===== config.mk =====
export PLATFORM = sky130hd
export DESIGN_NAME = os_col_drain
export DESIGN_NICKNAME = d
export VERILOG_FILES = /design/src/rtl/os_pkg.sv /design/src/rtl/os_drain_fifo.sv /design/src/rtl/os_col_drain.sv
export SDC_FILE = /design/constraint.sdc
export NUM_CORES = 1
export LEC_CHECK = 0
export BUFFER_PORTS_ARGS = -buffer_cell sky130_fd_sc_hd__buf_2
export CAP_MARGIN = 5
export CORE_UTILIZATION = 35
export CTS_CLUSTER_SIZE = 30
export DETAILED_ROUTE_END_ITERATION = 7
export PLACE_DENSITY = 0.56
export SYNTH_ARGS = -nofsm -noshare
export SYNTH_HDL_FRONTEND = slang
export SYNTH_SLANG_ARGS = --single-unit
export TNS_END_PERCENT = 10

===== constraint.sdc =====
create_clock -name w_clk -period 5.85 [get_ports w_clk]
set_clock_uncertainty 0.1 [all_clocks]
set_input_delay 1.17 -clock w_clk [delete_from_list [all_inputs] [get_ports w_clk]]
set_output_delay 1.17 -clock w_clk [all_outputs]
set_load 0.01 [all_outputs]

===== src/rtl/os_pkg.sv =====
// -----------------------------------------------------------------------------
// os_pkg
// Shared definitions for the output-stationary column drain sequencer:
//   - os_state_e      : sequencer states (IDLE, LOAD, MAC, SNAP, SHIFT, FINAL)
//   - PE_CTL_*        : broadcast PE control encodings, packed {ready, rw, stream}
//   - drain_cnt_width : width of the drain index counter for a given chain depth
// -----------------------------------------------------------------------------
package os_pkg;

    typedef enum logic [2:0] {
        IDLE  = 3'd0,
        LOAD  = 3'd1,
        MAC   = 3'd2,
        SNAP  = 3'd3,
        SHIFT = 3'd4,
        FINAL = 3'd5
    } os_state_e;

    // PE control words, bit order {ready, rw, stream}
    localparam logic [2:0] PE_CTL_CLEAR = 3'b000;
    localparam logic [2:0] PE_CTL_MAC   = 3'b110;
    localparam logic [2:0] PE_CTL_SNAP  = 3'b100;
    localparam logic [2:0] PE_CTL_SHIFT = 3'b111;
    localparam logic [2:0] PE_CTL_FINAL = 3'b000;

    // The drain index runs 0 .. 2*rows-1, so it needs clog2(2*rows) bits
    function automatic int drain_cnt_width(input int rows);
        return $clog2(2 * rows);
    endfunction

endpackage


===== src/rtl/os_drain_fifo.sv =====
// -----------------------------------------------------------------------------
// os_drain_fifo
// First-word-fall-through FIFO holding drained results ({last, row, data}).
// The head entry is presented straight from the storage registers, so a word
// pushed at an edge is visible on w_pop_data right after that edge.
//
// Ports:
//   w_clk, w_rst_n : clock, asynchronous active-low reset
//   w_push         : write w_push_data (ignored when full)
//   w_push_data    : payload to store
//   w_pop          : consumer accepts the head entry (ignored when empty)
//   w_valid        : FIFO non-empty
//   w_pop_data     : head entry, forced to 0 while empty
//   w_count        : registered occupancy
// -----------------------------------------------------------------------------
module os_drain_fifo #(
    parameter  int WIDTH = 19,
    parameter  int DEPTH = 8,
    localparam int CNT_W = $clog2(DEPTH + 1)
) (
    input  logic             w_clk,
    input  logic             w_rst_n,
    input  logic             w_push,
    input  logic [WIDTH-1:0] w_push_data,
    input  logic             w_pop,
    output logic             w_valid,
    output logic [WIDTH-1:0] w_pop_data,
    output logic [CNT_W-1:0] w_count
);

    localparam int PTR_W = (DEPTH > 1) ? $clog2(DEPTH) : 1;
    localparam logic [PTR_W-1:0] LAST_PTR = PTR_W'(DEPTH - 1);
    localparam logic [CNT_W-1:0] FULL_CNT = CNT_W'(DEPTH);

    logic [WIDTH-1:0] mem [DEPTH];
    logic [PTR_W-1:0] wr_ptr;
    logic [PTR_W-1:0] rd_ptr;
    logic [CNT_W-1:0] count;
    logic             push_ok;
    logic             pop_ok;

    assign push_ok = w_push && (count != FULL_CNT);
    assign pop_ok  = w_pop && (count != '0);

    // Storage array: no reset needed because the output is masked while empty
    always_ff @(posedge w_clk) begin
        if (push_ok) begin
            mem[wr_ptr] <= w_push_data;
        end
    end

    // Pointers wrap at DEPTH so non-power-of-two depths work too; the count
    // is kept explicitly so full/empty never needs pointer comparison
    always_ff @(posedge w_clk or negedge w_rst_n) begin
        if (!w_rst_n) begin
            wr_ptr <= '0;
            rd_ptr <= '0;
            count  <= '0;
        end else begin
            if (push_ok) begin
                wr_ptr <= (wr_ptr == LAST_PTR) ? '0 : wr_ptr + 1'b1;
            end
            if (pop_ok) begin
                rd_ptr <= (rd_ptr == LAST_PTR) ? '0 : rd_ptr + 1'b1;
            end
            count <= count + CNT_W'(push_ok) - CNT_W'(pop_ok);
        end
    end

    assign w_valid    = (count != '0);
    assign w_pop_data = (count != '0) ? mem[rd_ptr] : '0;
    assign w_count    = count;

endmodule


===== src/rtl/os_col_drain.sv =====
// -----------------------------------------------------------------------------
// os_col_drain
// Sequencer and result collector for one column of output-stationary PEs.
// Walks the PE chain through LOAD, MAC, SNAP, SHIFT and FINAL, and captures
// the partial sums that leave the tail PE into a result FIFO, deepest row
// first and row 0 (flagged last) at the end.
//
// Optional feature: define OS_DRAIN_BUBBLE_CHECK_EN to enable the sticky chain
// error (nonzero/unknown tail during a bubble cycle, or push into a full FIFO).
// Without it w_err is tied to 0.
//
// Ports:
//   w_clk, w_rst_n      : clock, asynchronous active-low reset
//   w_start, w_k        : start a tile with w_k MAC cycles (sampled in IDLE)
//   w_busy, w_done      : tile in progress / one-cycle FINAL pulse
//   w_mac_en            : upstream may feed operands (MAC state)
//   w_pe_ready/rw/stream: broadcast PE controls
//   w_pe_fwd_head       : forward input of PE 0, always 0
//   w_pe_tail           : w_out of the last PE in the chain
//   w_res_*             : valid/ready result stream {data, row, last}
//   w_err               : sticky chain error
// -----------------------------------------------------------------------------
module os_col_drain
    import os_pkg::*;
#(
    parameter  int ROWS       = 4,
    parameter  int FWD_WIDTH  = 16,
    parameter  int K_WIDTH    = 8,
    parameter  int FIFO_DEPTH = 8,
    localparam int ROW_W      = $clog2(ROWS)
) (
    input  logic                 w_clk,
    input  logic                 w_rst_n,
    input  logic                 w_start,
    input  logic [K_WIDTH-1:0]   w_k,
    output logic                 w_busy,
    output logic                 w_done,
    output logic                 w_mac_en,
    output logic                 w_pe_ready,
    output logic                 w_pe_rw,
    output logic                 w_pe_stream,
    output logic [FWD_WIDTH-1:0] w_pe_fwd_head,
    input  logic [FWD_WIDTH-1:0] w_pe_tail,
    output logic                 w_res_valid,
    input  logic                 w_res_ready,
    output logic [FWD_WIDTH-1:0] w_res_data,
    output logic [ROW_W-1:0]     w_res_row,
    output logic                 w_res_last,
    output logic                 w_err
);

    localparam int D_W   = drain_cnt_width(ROWS);
    localparam int CNT_W = $clog2(FIFO_DEPTH + 1);
    localparam int PAY_W = 1 + ROW_W + FWD_WIDTH;

    localparam logic [D_W-1:0]   SHIFT_LAST   = D_W'(2 * ROWS - 2);
    localparam logic [CNT_W-1:0] SNAP_MAX_OCC = CNT_W'(FIFO_DEPTH - ROWS);
    localparam logic [ROW_W-1:0] TOP_ROW      = ROW_W'(ROWS - 1);

    os_state_e        state;
    os_state_e        state_nxt;
    logic [K_WIDTH-1:0] k_rem;
    logic [D_W-1:0]   d_cnt;
    logic [2:0]       pe_ctl;

    logic             snap_go;
    logic             push;
    logic [ROW_W-1:0] push_row;
    logic             push_last;
    logic [PAY_W-1:0] push_data;
    logic [PAY_W-1:0] head_data;
    logic [CNT_W-1:0] fifo_count;

    // SNAP may only hand over to SHIFT when the whole tile is guaranteed a
    // slot; the decision uses registered occupancy, so a pop in the same
    // cycle only helps on the following cycle
    assign snap_go = (fifo_count <= SNAP_MAX_OCC);

    // State register plus the two counters: k_rem counts down MAC cycles and
    // d_cnt is the drain index (0 in SNAP, counting up through SHIFT/FINAL)
    always_ff @(posedge w_clk or negedge w_rst_n) begin
        if (!w_rst_n) begin
            state <= IDLE;
            k_rem <= '0;
            d_cnt <= '0;
        end else begin
            state <= state_nxt;
            case (state)
                IDLE: begin
                    if (w_start) begin
                        k_rem <= w_k;
                    end
                    d_cnt <= '0;
                end
                MAC: begin
                    k_rem <= k_rem - 1'b1;
                end
                SNAP: begin
                    d_cnt <= snap_go ? D_W'(1) : '0;
                end
                SHIFT: begin
                    d_cnt <= d_cnt + 1'b1;
                end
                default: begin
                    d_cnt <= '0;
                end
            endcase
        end
    end

    // Next-state logic and the broadcast PE controls for each phase
    always_comb begin
        state_nxt = state;
        pe_ctl    = PE_CTL_CLEAR;
        case (state)
            IDLE: begin
                if (w_start) begin
                    state_nxt = LOAD;
                end
            end
            LOAD: begin
                state_nxt = (k_rem == '0) ? SNAP : MAC;
            end
            MAC: begin
                pe_ctl = PE_CTL_MAC;
                if (k_rem == K_WIDTH'(1)) begin
                    state_nxt = SNAP;
                end
            end
            SNAP: begin
                pe_ctl = PE_CTL_SNAP;
                if (snap_go) begin
                    state_nxt = SHIFT;
                end
            end
            SHIFT: begin
                pe_ctl = PE_CTL_SHIFT;
                if (d_cnt == SHIFT_LAST) begin
                    state_nxt = FINAL;
                end
            end
            FINAL: begin
                pe_ctl    = PE_CTL_FINAL;
                state_nxt = IDLE;
            end
            default: begin
                state_nxt = IDLE;
            end
        endcase
    end

    assign {w_pe_ready, w_pe_rw, w_pe_stream} = pe_ctl;
    assign w_busy        = (state != IDLE);
    assign w_done        = (state == FINAL);
    assign w_mac_en      = (state == MAC);
    assign w_pe_fwd_head = '0;

    // Odd drain indices carry real data: index 2j+1 holds row ROWS-1-j.
    // The last of those (row 0) lands in FINAL rather than SHIFT.
    assign push      = ((state == SHIFT) || (state == FINAL)) && d_cnt[0];
    assign push_row  = TOP_ROW - ROW_W'(d_cnt >> 1);
    assign push_last = (push_row == '0);
    assign push_data = {push_last, push_row, w_pe_tail};

    os_drain_fifo #(
        .WIDTH (PAY_W),
        .DEPTH (FIFO_DEPTH)
    ) u_fifo (
        .w_clk       (w_clk),
        .w_rst_n     (w_rst_n),
        .w_push      (push),
        .w_push_data (push_data),
        .w_pop       (w_res_ready),
        .w_valid     (w_res_valid),
        .w_pop_data  (head_data),
        .w_count     (fifo_count)
    );

    assign {w_res_last, w_res_row, w_res_data} = head_data;

`ifdef OS_DRAIN_BUBBLE_CHECK_EN
    logic err_q;
    logic bubble;
    logic fifo_full;

    assign bubble    = (state == SHIFT) && !d_cnt[0];
    assign fifo_full = (fifo_count == CNT_W'(FIFO_DEPTH));

    // Sticky error: a bubble slot must be exactly zero (unknown bits count as
    // a violation), and a push must never meet a full FIFO
    always_ff @(posedge w_clk or negedge w_rst_n) begin
        if (!w_rst_n) begin
            err_q <= 1'b0;
        end else if ((bubble && ((|w_pe_tail) !== 1'b0)) || (push && fifo_full)) begin
            err_q <= 1'b1;
        end
    end

    assign w_err = err_q;
`else
    assign w_err = 1'b0;
`endif

endmodule


# Word-level counts from Yosys, hierarchy flattened
# Memories as Yosys holds them, arrays and structs flattened.
# Index checks and enable logic that the tools add are counted.
# word_totals
regBits	24
mem_bits_rw	152
n_memories	1
# op_classes
addsub	7
order_cmp	1
eq_ne	14
muxes	16
n_reduce_logical	12
# mem_list
memory	depth	width	rd	rd_clocked_by_memory_dff	write_ports	line_no	rtl
u_fifo.mem	8	19	1	0	1	os_drain_fifo.sv:35	logic [WIDTH-1:0] mem [DEPTH];
# op_table
operator	n
$mux W19	1
$mux W3	6
$pmux W3 S3	2
$pmux W8 S2	1
$eq A3 B3 Y1 const B	5
$pmux W3 S5	1
$add A3 B1 Y3 const B	3
$eq A8 B1 Y1 const B	1
$logic_not A8 Y1	1
$mux W8	1
$sub A8 B1 Y8 const B	1
$eq A3 B2 Y1 const B	2
$ne A2 B2 Y1 const B	3
$add A4 B1 Y4	1
$le A4 B3 Y1 const B	1
$mux W1	4
$ne A4 B4 Y1 const B	1
$reduce_and A4 Y1	1
$reduce_bool A4 Y1	1
$sub A4 B1 Y4	1
$eq A3 B1 Y1 const B	1
$logic_and A1 B1 Y1	3
$logic_not A3 Y1	1
$reduce_bool A3 Y1	1
6 further kinds	6

# Longest topological paths before layout
# depth
word_depth	6
mapped_depth	12
ltp_nobuf	12

# Hierarchy
# From an unflattened synthesis, not the netlist that was laid out.
# hier_totals
hier_cells	400
area_unflattened_um2	7379.6
# by_module_without_submodules
mod	instances	cells_per_inst	area_each_um2	seq_area_each_um2
os_drain_fifo	1	281	6319.8	4814.6
os_col_drain	1	119	1059.8	350.3

# Least setup slack after synthesis
# Ideal clock, no wire load.
# synth_timing
kind	register -> register
startpoint	reg u_fifo.count[2], in the netlist u_fifo.w_count[2]
endpoint	mem u_fifo.mem[0][0], enable pin
setup_time_ns	0.419
arrival_time_ns	2.556
path_slack_ns	2.775
path_stages_with_launch	6
path_buffers	0
path_cell_list	dfrtp_1 -> inv_1 -> ha_1 -> a2111oi_4 -> nand2b_1 -> nor3_1
# synth_via
elab_chain_cells	4
# synth_rtl
item	line_no	rtl
start, declared	os_drain_fifo.sv:38	logic [CNT_W-1:0] count;
start signal, assigned	os_drain_fifo.sv:66	count <= count + CNT_W'(push_ok) - CNT_W'(pop_ok);
$ne A4 B4 Y1	os_drain_fifo.sv:42	assign push_ok = w_push && (count != FULL_CNT);
$logic_and A1 B1 Y1	os_drain_fifo.sv:42	
named net u_fifo.push_ok	os_drain_fifo.sv:39	logic push_ok;
$mux W1	os_drain_fifo.sv:47	if (push_ok) begin
$mux W1 (implied by the code)	os_drain_fifo.sv:48	mem[wr_ptr] <= w_push_data;
end, declared	os_drain_fifo.sv:35	
# The timed path passes the listed nets, and every way through them passes these cells.

# Worst setup path in the final report
# layout_timing
startpoint	reg u_fifo.rd_ptr[0]
endpoint	out w_res_data[15]
# layout_via
elab_chain_cells	2
# layout_rtl
item	line_no	rtl
start, declared	os_drain_fifo.sv:37	logic [PTR_W-1:0] rd_ptr;
start signal, assigned	os_drain_fifo.sv:64	rd_ptr <= (rd_ptr == LAST_PTR) ? '0 : rd_ptr + 1'b1;
$mem_v2 Z8 W19	--	
$mux W19	os_drain_fifo.sv:71	assign w_pop_data = (count != '0) ? mem[rd_ptr] : '0;
end, declared	os_col_drain.sv:46	output logic [FWD_WIDTH-1:0] w_res_data,
# Every way passes these cells.

==> out/results.txt <==
Status: completed
TritonCTS clock tree: yes
Total track usage: 13.8%
Syn-to-layout area delta: 15.4%
Maximum vdd drop: 255 µV
Ys async rst share: 13.6%
Min Hold Slack: 0.433 ns
Worst-Skew Late Latency: 0.42 ns
Placed cell area: 7980 µm²
Worst-path clk slew: 0.07 ns
Syn Std Cell Area: 7430 µm²
Placed cell count: 734
Max Buffers Root-to-Sink: 2
Most frequent cells in the layout: 152 x edfxtp_1, 53 x buf_2, 38 x mux4_2
Type of the tightest min-delay check: flip-flop to flip-flop
Worst Setup Slack post-DPL: 2.10 ns
Adder-cell area share of the yosys netlist: 2.79%
Antenna Cells: 0
IO Port Bufs: 53
Placer's final routability congestion estimate: 0.773
Cell area after layout: 8580 µm²
Total power: 3.85 mW
Initial antenna violation count: 0
Finished Core Util: 41.8%
Post-Layout Cell Count: 766
Cts repair resizes: 0
Main combinational cell family by area after synthesis: multiplexers
Vias in the first global route: 3998
Crit Path Class: flip-flop to output port
Number of detailed-route iterations in the first pass: 4
First-pass GRT wire length: 22000 µm
Commonest non-fill, non-tap cell in the layout: edfxtp_1
Syn_area_per_cell: 17.7 µm²
Pwr per Cell Area: 449 nW/µm²
WP data required: 4.58 ns
Initial Utilization: 36.3%
Gr ovfl total: 0
Critical Path AT: 2.82 ns
Wire per inst: 18.5 µm
Remaining DRCs: 0
Synth Area in Compound Gates: 3.08%
Yosys top cell area share: 61.4%
Setup repair bufs after CTS: 0
Post-synthesis simple-gate area fraction: 4.97%
Initial drt markers: 227
Die Wd: 148 µm
Post-synthesis sequential area ratio: 69.5%
Max-cap violation count: 0
DRT antenna net count: 0
Drt total wl: 14200 µm
Number of CTS-inserted buffers: 17
# rows: 52
Slew Viols, Final: 0
Slew @ Worst Pin: 1.10 ns
Tmin final: 4.09 ns
Top-Level Pins: 71
Cells after synthesis: 419
Final setup fails: 0
Die H: 148 µm
Layout cell share with drive strength beyond 1: 31.7%
Setup crit start kind: flip-flop
H-tree Lvls: 4
DP Wirelength: 8400 µm
Clock root cell: clkbuf_16
Post-synthesis cell type count: 49
CP Capture Type: output port
Yosys warns: 0
Largest net degree at the start of global routing: 35
P_leak: 3.15 nW
Sink Count: 176
Core Region: 20500 µm²
Area contributors post-synth: edfxtp_1 61%, mux4_2 12%, dfrtp_1 8.1%
Final net count: 527
Synth Flop Type: edfxtp_1
Slew headroom: 26.7%
Worst Slack Setup Final: 1.76 ns
Tcrit/Tclk final: 69.9%
Mux cell area share after synthesis: 15.2%
Post-synth EDFFs: 152
Vias post-DR: 3776
Synth Register Bits: 176
Hold Buf Count CTS: 0
FMAX: 245 MHz
Final hold viol count: 0
Leading area contributor after synthesis: edfxtp_1
Vias per cell: 4.93
Filler cells: 1866
XOR/XNOR share of the synthesized area: 0.236%
Fin Setup TNS: 0 ns
Critical path fanouts, max: 34
Die ar.: 21800 µm²
RSZ-0062 raised after global routing: false
==> synthesized netlist by cell type (3+ instances only) <==
library cell / n
nor2_1: 33
ha_1: 15
o22ai_1: 3
buf_6: 3
nand2b_1: 5
nor3_1: 4
a31oi_1: 5
mux2i_1: 22
mux4_2: 38
mux2_2: 5
a21oi_1: 4
dfrtp_1: 24
buf_2: 9
buf_4: 17
clkbuf_1: 5
edfxtp_1: 152
inv_1: 19
o21ai_0: 6
nand2_1: 14
o21a_1: 3
==> per-layer routing <==
| metal | up-vias | routed length (µm) | track usage (%) |
|---|---|---|---|
| met2 | 83 | 7180 | 23.3 |
| met3 | 21 | 466 | 3.27 |
| met4 | 0 | 184 | 4.48 |
| li1 | 1722 | - | - |
| met5 | - | 0 | 0 |
| met1 | 1950 | 6340 | 17.7 |
==> critical path: stages (launching register included) <==
cell and delay (ns):
dfrtp_2 1.10, buf_4 0.36, mux4_2 0.52, mux2i_1 0.20
nor2_1 0.07, buf_2 0.15
==> kinds of logic (layout without fill, tap and decap cells) <==
| group | after synthesis | in the layout |
|---|---|---|
| AOI/OAI and AO/OA | 31 | 31 |
| xor gates and xnor gates | 2 | 2 |
| adders and majority gates | 16 | 16 |
| buffers and inverters | 56 | 117 |
| DFF | 176 | 176 |
| muxes | 65 | 65 |
| other | 1 | 17 |
| and+or+nand+nor | 72 | 72 |
==> registers in the layout, summed over array words and instances, names as in the netlist <==
register,count
u_fifo.wr_ptr,3
state,3
u_fifo.rd_ptr,3
u_fifo.mem,152
u_fifo.w_count,4
d_cnt,3
k_rem,8
==> worst paths after layout <==
check / startpoint / endpoint / slack [ns] / cells past startpoint
worst max-delay path: u_fifo.rd_ptr[0] / w_res_data[15] / 1.76 / 5
worst min-delay path: d_cnt[2] / d_cnt[2] / 0.43 / 1
worst max register to register: u_fifo.w_count[2] / u_fifo.mem[6][2] / 3.10 / 6
worst min register to register: d_cnt[2] / d_cnt[2] / 0.43 / 1
max in group asynchronous: w_rst_n / u_fifo.rd_ptr[0] / 4.58 / 1
min in group asynchronous: w_rst_n / u_fifo.rd_ptr[1] / 0.65 / 1
==> final cells by class <==
class	count	area (µm²)	share of cell area, %
clock buffer	17	425	4.96
clock inverter	15	173	2.01
inverter	20	75.1	0.875
multi-input combinational	203	2040	23.8
sequential	176	5170	60.2
tap	270	338	3.94
timing repair buffer	65	355	4.14
==> power breakdown <==
| group | switching, mW | total, mW | internal, mW |
|---|---|---|---|
| clock network | 0.511 | 1.12 | 0.609 |
| logic | 0.555 | 1.12 | 0.564 |
| registers | 0.176 | 1.62 | 1.44 |
No activity file was read; power rests on OpenSTA's default activity.
